<file path="config.mk">
export PLATFORM = sky130hd
export DESIGN_NAME = serial_tx
export DESIGN_NICKNAME = d
export VERILOG_FILES = /design/src/rtl/serial_tx_pkg.sv /design/src/rtl/serial_tx_bit_timer.sv /design/src/rtl/serial_tx.sv
export SDC_FILE = /design/constraint.sdc
export NUM_CORES = 1
export LEC_CHECK = 0
export ABC_AREA = 1
export CORE_MARGIN = 10
export CORE_UTILIZATION = 45
export DETAILED_ROUTE_END_ITERATION = 10
export PLACE_DENSITY = 0.69
export SLEW_MARGIN = 20
export SYNTH_ARGS = -nofsm -noshare
export SYNTH_HDL_FRONTEND = slang
export SYNTH_HIERARCHICAL = 1
export SYNTH_SLANG_ARGS = --single-unit
</file>
<file path="constraint.sdc">
create_clock -name clk -period 2.1 [get_ports clk]
set_input_delay 0.42 -clock clk [delete_from_list [all_inputs] [get_ports clk]]
set_output_delay 0.42 -clock clk [all_outputs]
set_load 0.01 [all_outputs]
</file>
<file path="src/rtl/serial_tx_pkg.sv">
// Shared definitions for the serial link: frame state encoding, line levels,
// and counter sizing used by both ends of the link.
package serial_tx_pkg;

  typedef enum logic [2:0] {
    ST_IDLE   = 3'd0,
    ST_START  = 3'd1,
    ST_DATA   = 3'd2,
    ST_PARITY = 3'd3,
    ST_STOP   = 3'd4
  } txState_e;

  localparam logic LINE_IDLE   = 1'b1;
  localparam logic START_LEVEL = 1'b0;
  localparam logic STOP_LEVEL  = 1'b1;

  // A counter for n values needs at least one bit, even when n is 1.
  function automatic int cntWidth(input int n);
    return (n <= 1) ? 1 : $clog2(n);
  endfunction

endpackage

</file>
<file path="src/rtl/serial_tx_bit_timer.sv">
// Bit-period timer: counts 0..CLKS_PER_BIT-1 while enabled and flags the
// terminal count so the transmitter knows when to move to the next bit.
module bit_timer
  import serial_tx_pkg::*;
#(
  parameter int CLKS_PER_BIT = 4
) (
  input  logic clk,
  input  logic reset,
  input  logic clear,
  output logic tick
);

  localparam int CW = cntWidth(CLKS_PER_BIT);
  localparam logic [CW-1:0] LAST = CW'(CLKS_PER_BIT - 1);

  logic [CW-1:0] count_q;

  always_ff @(posedge clk) begin
    if (reset || clear) begin
      count_q <= '0;
    end else if (count_q == LAST) begin
      count_q <= '0;
    end else begin
      count_q <= count_q + CW'(1);
    end
  end

  assign tick = ~clear & (count_q == LAST);

endmodule

</file>
<file path="src/rtl/serial_tx.sv">
// Serial transmitter: takes a word over valid/ready and sends it as
// start, LSB-first data, optional parity, stop, each held CLKS_PER_BIT clocks.
module serial_tx
  import serial_tx_pkg::*;
#(
  parameter int WIDTH        = 8,
  parameter int CLKS_PER_BIT = 4,
  parameter int PARITY_EN    = 0,
  parameter int PARITY_ODD   = 0
) (
  input  logic             clk,
  input  logic             reset,
  input  logic             tx_valid,
  input  logic [WIDTH-1:0] tx_data,
  output logic             tx_ready,
  output logic             tx_line,
  output logic             busy,
  output logic             done
);

  localparam int BW = cntWidth(WIDTH);
  localparam logic [BW-1:0] LAST_BIT = BW'(WIDTH - 1);

  txState_e         state_q;
  logic [WIDTH-1:0] shiftReg_q;
  logic [WIDTH-1:0] shiftReg_d;
  logic [BW-1:0]    bitCount_q;
  logic             parity_q;
  logic             line_q;
  logic             ready_q;
  logic             done_q;
  logic             accept;
  logic             timerClear;
  logic             tick;

  assign accept     = tx_valid & ready_q;
  assign shiftReg_d = shiftReg_q >> 1;
  assign timerClear = (state_q == ST_IDLE);

  bit_timer #(
    .CLKS_PER_BIT(CLKS_PER_BIT)
  ) uTimer (
    .clk  (clk),
    .reset(reset),
    .clear(timerClear),
    .tick (tick)
  );

  // Parity accumulates over the bits as they leave the shift register, seeded
  // with 1 for odd parity so the final value is ~^data rather than ^data.
  always_ff @(posedge clk) begin
    if (reset) begin
      state_q    <= ST_IDLE;
      line_q     <= LINE_IDLE;
      ready_q    <= 1'b1;
      done_q     <= 1'b0;
      shiftReg_q <= '0;
      bitCount_q <= '0;
      parity_q   <= 1'b0;
    end else begin
      done_q <= 1'b0;
      case (state_q)
        ST_IDLE: begin
          if (accept) begin
            state_q    <= ST_START;
            line_q     <= START_LEVEL;
            ready_q    <= 1'b0;
            shiftReg_q <= tx_data;
            bitCount_q <= '0;
            parity_q   <= (PARITY_ODD != 0);
          end
        end
        ST_START: begin
          if (tick) begin
            state_q <= ST_DATA;
            line_q  <= shiftReg_q[0];
          end
        end
        ST_DATA: begin
          if (tick) begin
            parity_q   <= parity_q ^ shiftReg_q[0];
            shiftReg_q <= shiftReg_d;
            if (bitCount_q == LAST_BIT) begin
              bitCount_q <= '0;
              if (PARITY_EN != 0) begin
                state_q <= ST_PARITY;
                line_q  <= parity_q ^ shiftReg_q[0];
              end else begin
                state_q <= ST_STOP;
                line_q  <= STOP_LEVEL;
              end
            end else begin
              bitCount_q <= bitCount_q + BW'(1);
              line_q     <= shiftReg_d[0];
            end
          end
        end
        ST_PARITY: begin
          if (tick) begin
            state_q <= ST_STOP;
            line_q  <= STOP_LEVEL;
          end
        end
        ST_STOP: begin
          if (tick) begin
            state_q <= ST_IDLE;
            line_q  <= LINE_IDLE;
            ready_q <= 1'b1;
            done_q  <= 1'b1;
          end
        end
        default: begin
          state_q <= ST_IDLE;
          line_q  <= LINE_IDLE;
          ready_q <= 1'b1;
        end
      endcase
    end
  end

  assign tx_line  = line_q;
  assign tx_ready = ready_q;
  assign busy     = ~ready_q;
  assign done     = done_q;

endmodule

</file>
==> results.toml <==
[run_status]
status = "finished, final reports clean"

[grt]
met1_usage = 0.110
grt_pass1_wl_mm = 3.39
grtUsageMet3 = 0.0288
track_usage = 0.0985
grt_use_met2 = 0.155
grt_pass1_vias = 831
grt_antenna_before_repair = 0
grt_overflow_total = 0
busiest_layer = "met2"
grt_max_degree = 15

[timing]
rsz0062_at_grt = "no"
worst_slew_pin_slew_ns = 0.400
relSlewSlack = 0.732
period_share = 0.820
finalHoldViolCount = 0
skew_ns = 0.00432
max_freq_ghz = 0.581
finalSetupViolCount = 0
layout_min_cycle_time_ns = 1.72
final.setup.tns_ns = 0
maxSlewViolCount = 0
timing.hold.ws_ns = 0.428

[power_and_ir_drop]
p_sw_mw = 0.780
peakVddDrop_mv = 0.764
leakage_nw = 0.535
pwr-share-seq = 0.363
swShare = 0.457
p_clk_frac = 0.108
powerDensity_nw_per_um2 = 1530
p_comb_frac = 0.529
power_mw = 1.71
p_int_mw = 0.927

[routing]
drtIter0Drc = 35
antenna_left = 0
via_per_inst = 4.74
post_drt_wl_per_cell_um = 10.4
drc_errors = 0
finalWirelength_mm = 1.91
first_pass_iters = 4
vias = 873

[setup_path]
slowest_stage = "dfxtp_1"
crit_path_frequent_cell = "nor2_1"
r2r_start = "state_q[1]"
worst-setup-path-type = "reg2reg"
cp_cell_sequence = "inv_2 > nand2_1 > nor2_1 > nor2_1 > inv_1 > nand3_1 > nand2_1 > nor2_1 > inv_1 > nor2_1 > nor2_1"
arrival_ns = 1.93
crit_fanout = 6
path_delay_family = "simple AND/OR/NAND/NOR gates"
required_ns = 2.31
cp_num_buf_inv = 3
cp-start-kind = "flip-flop"
crit_start = "state_q[1]"
end_kind = "flip-flop"
critical-path-max-stage-delay_ns = 0.44

[floorplanning]
design.die.area_um2 = 4320
core_region_area_um2 = 1980
start_util = 0.475
die_w_um = 65.7
ios = 15
core.rowCount = 16
die_h_um = 65.7

[clock_network]
cts_root_buf = "clkbuf_4"
cts_num_sinks = 19
path_clk_slew_ns = 0.11
htree_levels = 1
cts_resized = 0
cts_setup_buffers = 0
numCtsBuffers = 3
clock_path_buffers = 2
cts-hold-fix-buffers = 0
insertion_delay_ns = 0.30
cts_tree = "yes"

[final_layout]
area_growth_pct = 18.7
post-route-util = 0.564
n_fill_cell = 202
layout.nets = 172
drive_above_1_share = 0.0573
final_common_cell = "nor2_1"
layout_common_cells = "nor2_1, nand2_1, dfxtp_1, o21ai_0, clkdlybuf4s50_1"
n_antenna_cell = 0
stdcell_count = 184

[place]
port_buffers = 14
globalplace.congestion = 0.948
dp_cells = 180
dpl.hpwl_mm = 1.44

[yosys]
yosysTopAreaCellShare = 0.404
synth_nets = 156
synth_area_per_cell_um2 = 6.63
synth_area_leader_cell = "dfxtp_1"
ys_seq_area_frac = 0.404
yosysWarnings = 6
synth_area_leaders = "dfxtp_1, nor2_1, nand2_1"
synth.distinct_cells = 18
syn-cell-area_um2 = 941
synth-seq-cells = 19
syn_inst = 142

[min_path]
hp-class = "reg2reg"
hold_start = "uTimer/count_q[0]"

[flow_run]
cap_viol_max_count = 0
## logic make-up after synthesis
logic type               after synthesis  synth area share
AO/OA/AOI/OAI                         21             0.116
adder cells (fa/ha/maj)                3            0.0399
flip-flops                            19             0.404
AND/OR/NAND/NOR                       82             0.359
buffers and inverters                 17            0.0811
## stage by stage
stage	instance area, um^2	setup slack, ns
after floorplan	941	0.622
after global routing	1120	0.111
final	1120	0.378
after CTS	1120	0.408
after global placement	1090	0.456
after detailed placement	1090	0.425
## worst register-to-register path, delay by kind of cell, from the launching register on
family	cells	cell delay, ns
buf+inv	3	0.25
flops	1	0.44
simple gates	8	0.95
## flip-flops by register name (all words and copies together) (netlist names)
register and flops:
shiftReg_q 8, bitCount_q 3, tx_ready 1, state_q 3, uTimer/count_q 2, tx_line 1, done 1
## final cells by class
| cell class | count | area [um^2] | area share |
|---|---|---|---|
| tap | 27 | 33.8 | 0.0302 |
| clock buffer | 4 | 26.3 | 0.0235 |
| multi-input combinational | 106 | 484 | 0.433 |
| inverter | 14 | 52.6 | 0.0470 |
| timing repair buffer | 14 | 140 | 0.125 |
| sequential | 19 | 380 | 0.340 |
## layer usage
layer / vias to the layer above / routed length [um]
met5: - / 0
li1: 472 / -
met1: 366 / 921
met3: 6 / 118
met2: 29 / 815
met4: 0 / 48
## power groups by stage
stage,Sequential (mW),Clock (mW),Combinational (mW)
global placement,0.623,0,0.888
finish,0.620,0.184,0.902
detailed placement,0.631,0,0.900
floorplan,0.618,0,0.726
global route,0.644,0.211,1.05
CTS,0.622,0.195,0.904
## synthesized netlist by cell type (all sizes together)
master	number
nor4	1
buf	3
o21ai	16
ha	3
nand2	37
nor2	38
nand3	5
inv	14
o21a	1
nor3	1
a21oi	4
dfxtp	19
## final timing paths
kind,cells past startpoint,end,slack (ns)
setup reg to reg,11,state_q[1],0.38
hold reg to reg,1,uTimer/count_q[0],0.43
setup / recovery,11,state_q[1],0.38
hold / removal,1,uTimer/count_q[0],0.43
(Power assumes the default switching activity.)
